<file path="src/rtl/mux_nx1_scan.sv">
// mux_nx1_scan: registered CH-channel, N-bit multiplexer with manual or auto-scan selection.
// Latency: 1 clock from iDATA/iSEL to oDATA/oCH (manual and scan); nothing is reloaded while held.
// Backpressure: none; inputs are sampled every edge and iHOLD freezes index, dwell and output.
//
// Ports:
//   iCLK, iRST    clock, synchronous active-high reset
//   iDATA         flattened channels, channel k = iDATA[k*N +: N]
//   iSEL          manual channel select (values >= CH are ignored)
//   iMODE         0 = manual, 1 = auto-scan
//   iHOLD         freeze index, dwell counter and output
//   oDATA, oCH    registered selected data and its channel index (always aligned)
//   oSTB          one-cycle pulse in the cycle a new oCH first appears
module mux_nx1_scan #(
  parameter int N     = 8,
  parameter int CH    = 4,
  parameter int DWELL = 50_000_000,
  localparam int SW   = ($clog2(CH) > 1) ? $clog2(CH) : 1,
  localparam int CW   = $clog2(DWELL + 1)
) (
  input  logic            iCLK,
  input  logic            iRST,
  input  logic [CH*N-1:0] iDATA,
  input  logic [SW-1:0]   iSEL,
  input  logic            iMODE,
  input  logic            iHOLD,
  output logic [N-1:0]    oDATA,
  output logic [SW-1:0]   oCH,
  output logic            oSTB
);

  typedef enum logic [1:0] {
    S_MAN  = 2'd0,
    S_SCAN = 2'd1,
    S_HOLD = 2'd2
  } state_t;

  localparam logic [SW:0]   CH_W     = (SW+1)'(CH);
  localparam logic [SW-1:0] CH_LAST  = SW'(CH - 1);
  localparam logic [CW-1:0] CNT_LAST = CW'(DWELL - 1);

  logic [N-1:0]  r_data;
  logic [SW-1:0] r_ch;
  logic          r_stb;
  logic [CW-1:0] r_cnt;

  state_t        w_state;
  logic          w_sel_ok;
  logic          w_cnt_last;
  logic [SW-1:0] w_ch_inc;
  logic [SW-1:0] w_idx_n;
  logic [N-1:0]  w_data_n;

  // The mode is decoded from the inputs sampled on the same edge it acts on,
  // so a hold asserted on the advance cycle suppresses that advance.
  always_comb begin
    w_state = S_MAN;
    if (iHOLD)
      w_state = S_HOLD;
    else if (iMODE)
      w_state = S_SCAN;
  end

  always_comb begin
    w_sel_ok   = ({1'b0, iSEL} < CH_W);
    w_cnt_last = (r_cnt == CNT_LAST);
    w_ch_inc   = (r_ch == CH_LAST) ? '0 : r_ch + SW'(1);
    w_idx_n    = r_ch;
    case (w_state)
      S_MAN:   w_idx_n = w_sel_ok ? iSEL : r_ch;     // out-of-range select keeps the current channel
      S_SCAN:  w_idx_n = w_cnt_last ? w_ch_inc : r_ch;
      default: w_idx_n = r_ch;
    endcase
    w_data_n = iDATA[int'(w_idx_n)*N +: N];
  end

  always_ff @(posedge iCLK) begin
    if (iRST) begin
      r_data <= '0;
      r_ch   <= '0;
      r_stb  <= 1'b0;
      r_cnt  <= '0;
    end else begin
      r_ch  <= w_idx_n;
      r_stb <= (w_idx_n != r_ch) && (w_state != S_HOLD);
      // Held output is not refreshed even if the source data moves underneath it.
      if (w_state != S_HOLD)
        r_data <= w_data_n;
      case (w_state)
        S_MAN:   r_cnt <= '0;
        S_SCAN:  r_cnt <= w_cnt_last ? '0 : r_cnt + CW'(1);
        default: r_cnt <= r_cnt;
      endcase
    end
  end

  assign oDATA = r_data;
  assign oCH   = r_ch;
  assign oSTB  = r_stb;

endmodule

</file>
<file path="config.mk">
export PLATFORM = sky130hd
export DESIGN_NAME = mux_nx1_scan
export DESIGN_NICKNAME = d
export VERILOG_FILES = /design/src/rtl/mux_nx1_scan.sv
export SDC_FILE = /design/constraint.sdc
export NUM_CORES = 1
export LEC_CHECK = 0
export ABC_AREA = 1
export CAP_MARGIN = 0
export CORE_ASPECT_RATIO = 1.1
export CORE_MARGIN = 2
export CORE_UTILIZATION = 59
export CTS_BUF_LIST = sky130_fd_sc_hd__clkbuf_4 sky130_fd_sc_hd__clkbuf_8
export DETAILED_ROUTE_END_ITERATION = 10
export GPL_ROUTABILITY_DRIVEN = 0
export HOLD_SLACK_MARGIN = 0.02
export PLACE_DENSITY = 0.95
export SLEW_MARGIN = 10
export SYNTH_ARGS = -nofsm -noshare
export SYNTH_HDL_FRONTEND = slang
export SYNTH_SLANG_ARGS = --single-unit
</file>
<file path="constraint.sdc">
create_clock -name iCLK -period 3.8 [get_ports iCLK]
set_input_delay 0.57 -clock iCLK [delete_from_list [all_inputs] [get_ports iCLK]]
set_output_delay 0.57 -clock iCLK [all_outputs]
set_load 0.005 [all_outputs]
</file>
## Word-level counts from Yosys, hierarchy flattened

Cells that the tools add are included.

- Input bits: 38
- Output and inout port bits: 11
- Logic and storage cells: 22
- Bits in registers: 37

- Shifts and indexed selects: 1
- Equal/unequal tests: 5
- Reductions and logical operators: 3
- Add/sub/neg operators: 2
- Multiplexer cells: 7

Operator list:

| operator | count |
|---|---|
| one-hot mux 26 bit (2 select lines) | 1 |
| variable part select 32 x 6 -> 8 bit | 1 |
| adder 26 x 1 -> 26 bit, second input constant | 1 |
| equality test 26 bit, second input constant | 1 |
| two-way mux 26 bit | 1 |
| two-way mux 2 bit | 3 |
| one-hot mux 2 bit (2 select lines) | 1 |
| adder 2 x 1 -> 2 bit, second input constant | 1 |
| equality test 2 x 1 -> 1 bit, second input constant | 1 |
| equality test 2 bit, second input constant | 1 |
| logical NOT 2 bit | 1 |
| != test 2 bit | 1 |
| != test 2 bit, second input constant | 1 |
| nonzero test 2 bit | 1 |
| logical AND 1 bit | 1 |
| two-way mux 1 bit | 1 |

## Depth between registers and ports, before layout

Gate-level depths: netlist of run 1.

- Depth after elaboration: 6
- Gate-level depth with buffers: 14

## Worst setup path before layout of run 1

No wires, ideal clock.

- Path kind: input port to flip-flop
- Start point: input port iHOLD
- End point: register r_data[5] (netlist: oDATA[5])
- Required time: 3.691 ns
- Setup slack: 1.975 ns
- Path buffers: 2
- Data arrival time: 1.716 ns
- Cell stages on the path: 9
- Cells stage by stage: buf_2 -> nor3_1 -> a21oi_2 -> clkbuf_1 -> nand3_1 -> nand3_1 -> nand3_1 -> nand2_1 -> inv_1

- Cells in the longest elaborated chain, start to end: 4
- Elaborated cells between the ends (all ways): 6
- Classes of those cells: 2 x eq/ne; 1 x shift; 2 x mux; 1 x reduce/logical

RTL lines:

| what | line | source |
|---|---|---|
| start: declaration | 25 | `input logic iHOLD,` |
| two-way mux 2 bit (*) | 57 | `if (iHOLD)` |
| equality test 2 x 1 -> 1 bit / logical NOT 2 bit (equally long branches) | 68 | `case (w_state)` |
| one-hot mux 2 bit (2 select lines) | 68 |  |
| variable part select 32 x 6 -> 8 bit | 73 | `w_data_n = iDATA[int'(w_idx_n)*N +: N];` |
| end signal: assignment | 87 | `r_data <= w_data_n;` |
| end: declaration | 41 | `logic [N-1:0] r_data;` |

Mark *: on every way between the ends. The rest lies on a longest branch, timed or not.
A chain may end at the register's enable or synchronous reset.

## Worst setup path in the final report of run 1

- Start point: input port iHOLD
- End point: register r_stb (netlist: oSTB)

- Cells in the longest elaborated chain, start to end: 5
- Elaborated cells between the ends (all ways): 7
- Classes of those cells: 3 x eq/ne; 2 x mux; 2 x reduce/logical

RTL lines:

| what | line | source |
|---|---|---|
| two-way mux 2 bit (*) | 57 |  |
| equality test 2 x 1 -> 1 bit / logical NOT 2 bit (equally long branches) | 68 |  |
| one-hot mux 2 bit (2 select lines) | 68 |  |
| != test 2 bit | 84 | `r_stb <= (w_idx_n != r_ch) && (w_state != S_HOLD);` |
| logical AND 1 bit (*) | 84 |  |
| end signal: assignment | 84 |  |
| end: declaration | 43 | `logic r_stb;` |

Marked as above.

==> results of run 1 <==
-- per-stage QoR --
stage / setup WS (ns) / power, uW / cells
floorplan: 1.97 / 516 / 443
global placement: 1.21 / 590 / 535
detailed placement: 1.14 / 596 / 535
CTS: 1.45 / 948 / 543
global route: 1.24 / 984 / 543
finish: 1.40 / 946 / 543
-- registers in the layout, indices dropped and copies added, names as in the netlist --
register,flops
oSTB,1
oCH,2
oDATA,8
r_cnt,26
-- layer usage --
| layer | vias to the layer above | track usage (%) | share of wire, % |
|---|---|---|---|
| met4 | 0 | 20.9 | 5.4 |
| li1 | 1502 | - | - |
| met5 | - | 0 | 0 |
| met1 | 1387 | 35.6 | 39 |
| met3 | 44 | 5.68 | 6.6 |
| met2 | 179 | 52.0 | 49 |
-- how the worst min path moves through the flow --
stage          slack (ns)     start        to  depth (start not counted)
2_1_floorplan        0.45  r_cnt[0]  r_cnt[0]                          1
3_3_place_gp         0.47  r_cnt[0]  r_cnt[0]                          1
3_5_place_dp         0.47  r_cnt[1]  r_cnt[1]                          2
4_1_cts              0.48  r_cnt[1]  r_cnt[1]                          2
5_1_grt              0.50  r_cnt[1]  r_cnt[1]                          2
6_report             0.48  r_cnt[1]  r_cnt[1]                          2
-- area by class of cell --
type / instances / area share (%)
Clock buffer: 6 / 2.50
Clock inverter: 2 / 1.14
Inverter: 77 / 8.77
Multi-Input combinational cell: 316 / 47.8
Sequential cell: 37 / 22.5
Tap cell: 54 / 2.05
Timing Repair Buffer: 51 / 15.3
-- where the power goes --
group,switching [uW],internal (uW)
Combinational,92.5,87.9
Clock,143,213
Sequential,9.18,400
-- cells by family (layout without fill, tap and decap cells) --
| logic type | Yosys count | in the layout | synth area share, % |
|---|---|---|---|
| and+or+nand+nor | 263 | 263 | 46.7 |
| buffers and inverters | 90 | 136 | 13.5 |
| AOI/OAI and AO/OA | 49 | 49 | 10.6 |
| DFF | 37 | 37 | 27.7 |
| adders and majority gates | 2 | 2 | 0.934 |
| xor gates and xnor gates | 2 | 2 | 0.654 |
-- worst reg2reg max path: stages, from the launching register on --
cell	delay [ns]
sky130_fd_sc_hd__dfxtp_1	0.38
sky130_fd_sc_hd__ha_1	0.29
sky130_fd_sc_hd__nand2_1	0.14
sky130_fd_sc_hd__nor2_4	0.14
sky130_fd_sc_hd__nand2_1	0.11
sky130_fd_sc_hd__nor2_2	0.23
sky130_fd_sc_hd__nand2_1	0.13
sky130_fd_sc_hd__nor2_2	0.18
sky130_fd_sc_hd__inv_1	0.10
sky130_fd_sc_hd__o21ai_1	0.18
sky130_fd_sc_hd__o211ai_1	0.11
sky130_fd_sc_hd__a21oi_1	0.14
-- cells in the mapped netlist (6+ instances only) --
| library cell | number |
|---|---|
| sky130_fd_sc_hd__dfxtp_1 | 37 |
| sky130_fd_sc_hd__nand3_1 | 65 |
| sky130_fd_sc_hd__nand4_1 | 6 |
| sky130_fd_sc_hd__a21oi_1 | 29 |
| sky130_fd_sc_hd__nor4_1 | 6 |
| sky130_fd_sc_hd__o21ai_0 | 8 |
| sky130_fd_sc_hd__nor2_1 | 44 |
| sky130_fd_sc_hd__clkbuf_1 | 7 |
| sky130_fd_sc_hd__nand2_1 | 106 |
| sky130_fd_sc_hd__nor3_1 | 7 |
| sky130_fd_sc_hd__inv_1 | 76 |
==> summary.txt, run 1 <==
Die
  – DIE HEIGHT: 74.7 um
  – Number of core rows: 25
  – Number of top-level pins: 49
  – Initial cell density of the core: 62.0%
  – Die area: 0.00509 mm2
  – Die Span X: 68.2 um
  – Placeable core region: 0.00432 mm2

Worst setup path
  – Type of destination of the critical path: flip-flop
  – Capture point of the worst reg-to-reg path: r_cnt[16]
  – Worst path cell trace: clkdlybuf4s50_1 -> nor3_1 -> a21oi_2 -> nand3_4 -> xor2_1 -> inv_1 -> nor2_1 -> nor2_1
  – Family with the most delay on the worst path: buffers and inverters
  – Startpoint type of the worst setup path: primary input
  – CP max stage delay: 0.62 ns
  – Number of buffer and inverter stages on the critical path: 2
  – Logic depth of the worst register-to-register path: 11
  – Internal reg-to-reg setup slack: 1.62 ns
  – Cell with the largest stage delay on the worst path: sky130_fd_sc_hd__a21oi_2
  – Cell depth of the worst setup path: 8
  – Critical path startpoint: iHOLD
  – Maximum fanout encountered on the critical timing path: 18
  – Most common cell type on the critical path: sky130_fd_sc_hd__nor2_1
  – RR Startpoint: r_cnt[0]
  – CP endpoint: oSTB
  – WP data required: 3.98 ns
  – Arrival time of data at the critical path endpoint: 2.58 ns
  – Setup Crit Path Kind: in -> reg

Yosys
  – Combined area of all synthesized cells: 0.00268 mm2
  – Distinct cell type count after synthesis: 34
  – Cells after Synth: 443
  – Commonest register cell after synthesis: sky130_fd_sc_hd__dfxtp_1
  – Fraction of the yosys area taken by sequential cells: 27.7%
  – Proportion of netlist area held by the largest area contributor: 27.7%
  – Mean instance size in the synthesized netlist: 6.04 um2
  – Leading cell types by total area after synthesis: sky130_fd_sc_hd__dfxtp_1, sky130_fd_sc_hd__nand2_1, sky130_fd_sc_hd__nand3_1, sky130_fd_sc_hd__inv_1, sky130_fd_sc_hd__nor2_1
  – Syn Nets: 483
  – Yosys warning count: 0
  – Number of synthesized flops with an enable pin: 0
  – Area leader, netlist: sky130_fd_sc_hd__dfxtp_1
  – Synth async-reset ratio: 0%
  – Flip-flop and latch count after synthesis: 37

Clock network
  – TritonCTS buffer count: 5
  – Resize count post-CTS: 0
  – Postcts setup bufs: 0
  – TritonCTS sink count: 37
  – Number of buffers on the longest clock path: 2
  – Clock tree from TritonCTS: yes
  – Number of levels in the clock H-tree: 2
  – Source-to-sink clock delay at the later pin of the worst-skew pair: 0.29 ns
  – Hold buffer count at CTS: 0
  – Clock transition at the registers of the reported paths: 0.07 ns
  – Clock Tree Root: sky130_fd_sc_hd__clkbuf_8

Cells and area
  – Area occupied by registers: 741 um2
  – Post-layout net count: 528
  – Multi-input gate area: 0.00158 mm2
  – Syn-to-layout area delta: 23.1%
  – Leading cell type in the layout, fill and taps excluded: sky130_fd_sc_hd__nand2_1
  – Ratio of cells with drive above 1 in the final layout: 7.98%
  – Filler cell count in the final layout: 322
  – Utilization after layout: 76.4%
  – Summed area of non-filler cells in the final layout: 0.00330 mm2
  – Diodes inserted: 0
  – Leading cell types in the layout, fill and taps excluded: sky130_fd_sc_hd__nand2_1, sky130_fd_sc_hd__inv_1, sky130_fd_sc_hd__nand3_1

Route
  – Via count: 3112
  – Routed len/inst: 13.3 um
  – DRC violation count after routing: 0
  – Total detailed-routing wirelength: 7250 um
  – DR iter-0 viols: 347
  – Number of search-and-repair iterations in the first detailed-routing pass: 7
  – Routed via count divided by cell count: 5.73
  – Residual antenna-violating net count after detailed routing: 0

Global routing
  – Maximum number of pins on one net before global-route repair: 24
  – Overflow left after global routing: 0
  – Gr usage total: 31.0%
  – Global-route wire length before repair: 12000 um
  – Vias in the first global route: 2793
  – Antenna violations before repair: 0

STA
  – Final setup TNS: 0 ns
  – Fraction of the cycle the final worst path needs: 63.1%
  – RSZ-0062 raised after global routing: false
  – Worst Clk Skew: 0.00427 ns
  – Endpoints failing setup: 0
  – Worst slew margin relative to its limit: 44.3%
  – Number of max-slew violations in the final report: 0
  – Maximum clock frequency: 417 MHz
  – Final count of hold timing violations: 0
  – Min cycle time layout: 2.40 ns
  – Pin slew with the least headroom to its limit: 0.836 ns
  – Worst Hold Margin: 0.484 ns

Placement
  – HPWL Detailed: 5450 um
  – # port buffers: 48
  – DP Area: 0.00318 mm2

Power and ir drop
  – IR Drop Worst-Case VDD: 0.228 mV
  – Leak pwr: 0.00138 uW
  – Power density normalized to cell area: 287 mW/mm2

Worst hold path
  – Hold WC Path Type: reg -> reg

Run
  – Max Cap Violations: 0

Outcome
  – Status: finished clean
(Power assumes the default switching activity.)
==> run 2: changes to the inputs <==
- CORE_UTILIZATION: 59 -> 55
- PLACE_DENSITY: 0.95 -> 0.9
- clock period: 3.8 -> 2.49 ns (I/O delays scaled with it)
==> run 2 against run 1 <==
Net effect:
- clock-buffer cell count unchanged
- via count decreased by 3.2%
- largest power group unchanged
- design area increased by 0.76%
- combinational power increased by 54%
- global-route usage decreased by 3.2 points
- critical endpoint is now r_cnt[16]
- critical path depth increased by 3
==> summary.txt, run 2 (same netlist as run 1, synthesis figures left out) <==
Worst setup path
  – Capture point of the worst reg-to-reg path: r_cnt[16]
  – Arrival time of data at the critical path endpoint: 2.39 ns (-0.19 ns)
  – RR Startpoint: r_cnt[0]
  – Maximum fanout encountered on the critical timing path: 5 (-13)
  – Logic depth of the worst register-to-register path: 11 (unchanged)
  – WP data required: 2.72 ns (-1.26 ns)
  – Setup Crit Path Kind: reg -> reg
  – Type of destination of the critical path: flip-flop
  – Startpoint type of the worst setup path: flip-flop
  – Internal reg-to-reg setup slack: 0.32 ns (-1.30 ns)

Cells and area
  – Post-layout net count: 531 (+0.57%)
  – Ratio of cells with drive above 1 in the final layout: 8.54% (+0.56 points)
  – Leading cell types in the layout, fill and taps excluded: sky130_fd_sc_hd__nand2_1, sky130_fd_sc_hd__inv_1, sky130_fd_sc_hd__nand3_1
  – Final instance count without filler cells: 548 (+0.92%)
  – Diodes inserted: 0 (unchanged)
  – Leading cell type in the layout, fill and taps excluded: sky130_fd_sc_hd__nand2_1
  – Syn-to-layout area delta: 24.1%
  – Number of flip-flops in the largest register: 26 (unchanged)
  – Largest reg by FF count: r_cnt
  – Filler cell count in the final layout: 377 (+17%)

Route
  – Routed via count divided by cell count: 5.50 (-4.1%)
  – Routed len/inst: 13.1 um (-1.6%)
  – Number of search-and-repair iterations in the first detailed-routing pass: 5 (-2)
  – Residual antenna-violating net count after detailed routing: 0 (unchanged)
  – Total detailed-routing wirelength: 7200 um (-0.70%)
  – DR iter-0 viols: 239 (-31%)
  – Via count: 3012 (-3.2%)
  – DRC violation count after routing: 0 (unchanged)

STA
  – Pin slew with the least headroom to its limit: 0.566 ns (-0.270 ns)
  – Endpoints failing setup: 0 (unchanged)
  – Number of max-slew violations in the final report: 0 (unchanged)
  – RSZ-0062 raised after global routing: false
  – Fraction of the cycle the final worst path needs: 87.0%
  – Min cycle time layout: 2.17 ns
  – Maximum clock frequency: 462 MHz
  – Final setup TNS: 0 ns (unchanged)
  – Final count of hold timing violations: 0 (unchanged)
  – Worst slew margin relative to its limit: 62.2% (+18 points)
  – Worst Clk Skew: 0.00425 ns (-0.0000164 ns)

Die
  – DIE HEIGHT: 77.2 um (+3.4%)
  – Die area: 0.00544 mm2 (+6.9%)
  – Placeable core region: 0.00465 mm2 (+7.8%)
  – Initial cell density of the core: 57.6% (-4.5 points)
  – Number of core rows: 26 (+4.0%)
  – Number of top-level pins: 49 (unchanged)
  – Die Span X: 70.5 um (+3.4%)

Power and ir drop
  – Pwr Total: 1450 uW (+54%)
  – Power density normalized to cell area: 438 mW/mm2 (+53%)
  – IR Drop Worst-Case VDD: 0.294 mV (+29%)
  – Leak pwr: 0.00140 uW (+1.1%)

Global routing
  – Global-route wire length before repair: 12300 um (+2.8%)
  – Overflow left after global routing: 0 (unchanged)
  – Antenna violations before repair: 0 (unchanged)
  – Vias in the first global route: 2898 (+3.8%)
  – Maximum number of pins on one net before global-route repair: 24 (unchanged)
  – Gr usage total: 27.8% (-3.2 points)

Placement
  – Placed cells: 540 (+0.93%)
  – # port buffers: 48 (unchanged)
  – HPWL Detailed: 5420 um (-0.49%)

Clock network
  – Clock transition at the registers of the reported paths: 0.08 ns (about the same)
  – Source-to-sink clock delay at the later pin of the worst-skew pair: 0.30 ns (about the same)
  – Hold buffer count at CTS: 0 (unchanged)
  – Number of levels in the clock H-tree: 2 (unchanged)
  – TritonCTS sink count: 37 (unchanged)
  – Clock Tree Root: sky130_fd_sc_hd__clkbuf_8
  – Postcts setup bufs: 0 (unchanged)
  – Number of buffers on the longest clock path: 2 (unchanged)
  – TritonCTS buffer count: 5 (unchanged)
  – Resize count post-CTS: 0 (unchanged)
  – Clock tree from TritonCTS: yes

Worst hold path
  – Endpoint of the worst hold path: r_cnt[1]
  – Hold WC Path Type: reg -> reg
  – Count of cells along the worst hold path: 2 (unchanged)
  – Launch instance of the worst min-delay path: r_cnt[1]

Run
  – Max Cap Violations: 0 (unchanged)

Outcome
  – Status: finished clean
## run 2: changes by cell type in the layout (fill, tap and decap cells not counted)
cell                    before  now
sky130_fd_sc_hd__buf_4       3    6
## run 2: worst max-delay path by stage
stage | startpoint | end | slack (ns) | depth (start not counted)
after floorplan | r_cnt[0] | oDATA[5] | 0.75 | 13
after global placement | iHOLD | oDATA[1] | 0.28 | 11
after detailed placement | iHOLD | oDATA[1] | 0.20 | 11
after CTS | r_cnt[0] | r_cnt[16] | 0.40 | 11
after global routing | r_cnt[0] | oSTB | 0.15 | 11
final | r_cnt[0] | r_cnt[16] | 0.32 | 11
## run 2: area by class of cell
class / instances / area, um2 / area share, %
Multi-Input combinational cell: 316 / 1580 / 47.5
Sequential cell: 37 / 741 / 22.3
Timing Repair Buffer: 54 / 526 / 15.8
Inverter: 77 / 289 / 8.70
Clock buffer: 6 / 82.6 / 2.49
Tap cell: 56 / 70.1 / 2.11
Clock inverter: 2 / 37.5 / 1.13
## run 2: power by group
group	leakage (uW)	switching, uW	internal [uW]	total, uW
sequential	0.000301	12.8	610	622
combinational	0.00104	139	138	277
clock	0.0000574	229	326	555
## run 2: layer usage
metal	vias to the layer above	wire length (um)	part of all wire, %	track usage (%)
li1	1506	-	-	-
met2	147	3670	51	50.6
met4	0	235	3.3	12.7
met5	-	0	0	0
met3	32	555	7.7	7.36
met1	1327	2740	38	29.4
## run 2: critical path, cell delays in order (launching register included)
cell                       delay [ns]
sky130_fd_sc_hd__dfxtp_1         0.38
sky130_fd_sc_hd__ha_1            0.28
sky130_fd_sc_hd__nand2_1         0.13
sky130_fd_sc_hd__nor2_4          0.14
sky130_fd_sc_hd__nand2_1         0.11
sky130_fd_sc_hd__nor2_2          0.19
sky130_fd_sc_hd__nand2_1         0.11
sky130_fd_sc_hd__nor2_2          0.16
sky130_fd_sc_hd__inv_1           0.10
sky130_fd_sc_hd__o21ai_1         0.20
sky130_fd_sc_hd__o211ai_1        0.12
sky130_fd_sc_hd__a21oi_1         0.16
## run 2: metrics by stage
| step | setup WS, ns | utilization, % | area, um2 | hold WS, ns |
|---|---|---|---|---|
| floorplan | 0.754 | - | 2680 | 0.447 |
| finish | 0.325 | 71.4 | 3320 | 0.485 |
| global placement | 0.280 | 68.8 | 3200 | 0.464 |
| global route | 0.153 | 71.4 | 3320 | 0.511 |
| detailed placement | 0.204 | 68.8 | 3200 | 0.468 |
| CTS | 0.397 | 71.4 | 3320 | 0.486 |
==> run 3: changes to the inputs <==
- CELL_PAD_IN_SITES_DETAIL_PLACEMENT: unset -> 0
- CELL_PAD_IN_SITES_GLOBAL_PLACEMENT: unset -> 1
- CORE_UTILIZATION: 55 -> 37
- PLACE_DENSITY: 0.9 -> 0.89
==> run 3 against run 2 <==
Net effect:
- global-route usage down 7.7 points
- non-clock buffer count up 3
- sequential share of layout area down 0.39 points
- via count down 2.6%
- critical endpoint unchanged
- routed wire length up 4.2%
- register-to-register slack about the same
- die area up 46%
- largest power group unchanged
- flip-flop and latch count unchanged
- hold slack about the same
==> summary.txt, run 3 (same netlist as run 1, synthesis figures left out) <==
Clock network
  – Source-to-sink clock delay at the later pin of the worst-skew pair: 0.30 ns (about the same)
  – Number of buffers on the longest clock path: 2 (unchanged)
  – TritonCTS buffer count: 5 (unchanged)
  – TritonCTS sink count: 37 (unchanged)
  – Number of levels in the clock H-tree: 2 (unchanged)
  – Resize count post-CTS: 0 (unchanged)
  – Clock tree from TritonCTS: yes
  – Hold buffer count at CTS: 0 (unchanged)
  – Clock transition at the registers of the reported paths: 0.09 ns (about the same)
  – Postcts setup bufs: 0 (unchanged)
  – Clock Tree Root: sky130_fd_sc_hd__clkbuf_8

Global routing
  – Gr usage total: 20.1% (-7.7 points)
  – Global-route wire length before repair: 13100 um (+6.2%)
  – Overflow left after global routing: 0 (unchanged)
  – Vias in the first global route: 2877 (-0.72%)
  – Antenna violations before repair: 0 (unchanged)
  – Maximum number of pins on one net before global-route repair: 25 (+4.2%)

Die
  – Die area: 0.00793 mm2 (+46%)
  – Number of core rows: 32 (+23%)
  – Placeable core region: 0.00701 mm2 (+51%)
  – Number of top-level pins: 49 (unchanged)
  – Die Span X: 85.1 um (+21%)
  – Initial cell density of the core: 38.2% (-19 points)
  – DIE HEIGHT: 93.2 um (+21%)

Route
  – Routed len/inst: 12.9 um (-1.6%)
  – DRC violation count after routing: 0 (unchanged)
  – Via count: 2935 (-2.6%)
  – Total detailed-routing wirelength: 7500 um (+4.2%)
  – Routed via count divided by cell count: 5.06 (-7.9%)
  – Number of search-and-repair iterations in the first detailed-routing pass: 7 (+2)
  – Residual antenna-violating net count after detailed routing: 0 (unchanged)
  – DR iter-0 viols: 198 (-17%)

Worst setup path
  – Number of buffer and inverter stages on the critical path: 1 (unchanged)
  – Setup Crit Path Kind: reg -> reg
  – Internal reg-to-reg setup slack: 0.32 ns (about the same)
  – RR Startpoint: r_cnt[0]
  – CP max stage delay: 0.38 ns (about the same)
  – Worst path cell trace: ha_1 -> nand2_1 -> nor2_4 -> nand2_1 -> nor2_2 -> nand2_1 -> nor2_2 -> inv_1 -> o21ai_1 -> o211ai_1 -> a21oi_1
  – Capture point of the worst reg-to-reg path: r_cnt[16]
  – WP data required: 2.73 ns (about the same)
  – Type of destination of the critical path: flip-flop
  – Family with the most delay on the worst path: simple AND/OR/NAND/NOR gates
  – Startpoint type of the worst setup path: flip-flop
  – Cell with the largest stage delay on the worst path: sky130_fd_sc_hd__dfxtp_1
  – Arrival time of data at the critical path endpoint: 2.42 ns (+0.03 ns)
  – Logic depth of the worst register-to-register path: 11 (unchanged)
  – Most common cell type on the critical path: sky130_fd_sc_hd__nand2_1
  – Maximum fanout encountered on the critical timing path: 5 (unchanged)

Cells and area
  – Filler cell count in the final layout: 736 (+95%)
  – Ratio of cells with drive above 1 in the final layout: 9.09% (+0.55 points)
  – Post-layout net count: 534 (+0.56%)
  – Leading cell type in the layout, fill and taps excluded: sky130_fd_sc_hd__nand2_1
  – Diodes inserted: 0 (unchanged)
  – Leading cell types in the layout, fill and taps excluded: sky130_fd_sc_hd__nand2_1, sky130_fd_sc_hd__inv_1, sky130_fd_sc_hd__nand3_1
  – Number of flip-flops in the largest register: 26 (unchanged)
  – Largest reg by FF count: r_cnt
  – Syn-to-layout area delta: 26.3%
  – Final instance count without filler cells: 580 (+5.8%)

STA
  – RSZ-0062 raised after global routing: false
  – Final count of hold timing violations: 0 (unchanged)
  – Fraction of the cycle the final worst path needs: 87.3% (+0.30 points)
  – Worst slew margin relative to its limit: 70.6% (+8.4 points)
  – Final setup TNS: 0 ns (unchanged)
  – Worst Clk Skew: 0.00941 ns (+0.00516 ns)
  – Maximum clock frequency: 460 MHz (-0.34%)
  – Number of max-slew violations in the final report: 0 (unchanged)
  – Pin slew with the least headroom to its limit: 0.437 ns (-0.129 ns)
  – Endpoints failing setup: 0 (unchanged)
  – Min cycle time layout: 2.17 ns (+0.00749 ns)

Placement
  – Placed cells: 572 (+5.9%)
  – # port buffers: 48 (unchanged)
  – HPWL Detailed: 5690 um (+5.1%)

Worst hold path
  – Count of cells along the worst hold path: 2 (unchanged)
  – Endpoint of the worst hold path: r_cnt[1]
  – Launch instance of the worst min-delay path: r_cnt[1]
  – Hold WC Path Type: reg -> reg

Outcome
  – Status: finished clean

Power and ir drop
  – IR Drop Worst-Case VDD: 0.181 mV (-38%)
  – Power density normalized to cell area: 436 mW/mm2 (-0.40%)
  – Leak pwr: 0.00141 uW (+1.1%)

Run
  – Max Cap Violations: 0 (unchanged)
[run 3: cell count changes in the layout (fill, tap and decap cells not counted)]
| cell | delta |
|---|---|
| sky130_fd_sc_hd__buf_4 | +3 |
[run 3: cell type report]
| type | count | area [um2] | area share [%] |
|---|---|---|---|
| inverter | 77 | 289 | 8.55 |
| multi-input combinational | 316 | 1580 | 46.6 |
| clock inverter | 2 | 37.5 | 1.11 |
| sequential | 37 | 741 | 21.9 |
| timing repair buffer | 57 | 548 | 16.2 |
| tap | 85 | 106 | 3.15 |
| clock buffer | 6 | 82.6 | 2.44 |
[run 3: worst max path at each step]
stage                end      from  depth (start not counted)  slack (ns)
3_3_place_gp        oSTB     iMODE                         10        0.37
4_1_cts        r_cnt[16]  r_cnt[0]                         11        0.32
2_1_floorplan   oDATA[5]  r_cnt[0]                         13        0.75
3_5_place_dp        oSTB     iMODE                         10        0.35
5_1_grt         oDATA[7]  r_cnt[0]                         13        0.14
6_report       r_cnt[16]  r_cnt[0]                         11        0.32
[run 3: per-layer routing]
metal	wire [um]	global-route usage (%)	vias to the layer above
met4	104	6.22	0
li1	-	-	1516
met5	0	0	-
met2	3710	36.7	92
met3	428	3.97	13
met1	3250	23.4	1314
[run 3: power by group]
part           switching [uW]  internal, uW
Sequential               13.3           610
Combinational             139           141
Clock                     244           326
[run 3: through the flow]
step	utilization, %	worst slack, ns	power [uW]	hold slack [ns]	instance area (um2)
final	48.3	0.317	1470	0.484	3380
after global routing	48.3	0.143	1540	0.511	3380
after CTS	48.3	0.324	1490	0.487	3380
after detailed placement	46.5	0.347	919	0.475	3260
after global placement	46.5	0.368	918	0.465	3260
after floorplan	-	0.754	788	0.447	2680
[run 3: worst reg2reg max path: stages, from the launching register on]
cell and delay, ns:
sky130_fd_sc_hd__dfxtp_1 0.38, sky130_fd_sc_hd__ha_1 0.28, sky130_fd_sc_hd__nand2_1 0.14, sky130_fd_sc_hd__nor2_4 0.15, sky130_fd_sc_hd__nand2_1 0.11, sky130_fd_sc_hd__nor2_2 0.23, sky130_fd_sc_hd__nand2_1 0.13, sky130_fd_sc_hd__nor2_2 0.17
sky130_fd_sc_hd__inv_1 0.10, sky130_fd_sc_hd__o21ai_1 0.18, sky130_fd_sc_hd__o211ai_1 0.12, sky130_fd_sc_hd__a21oi_1 0.12
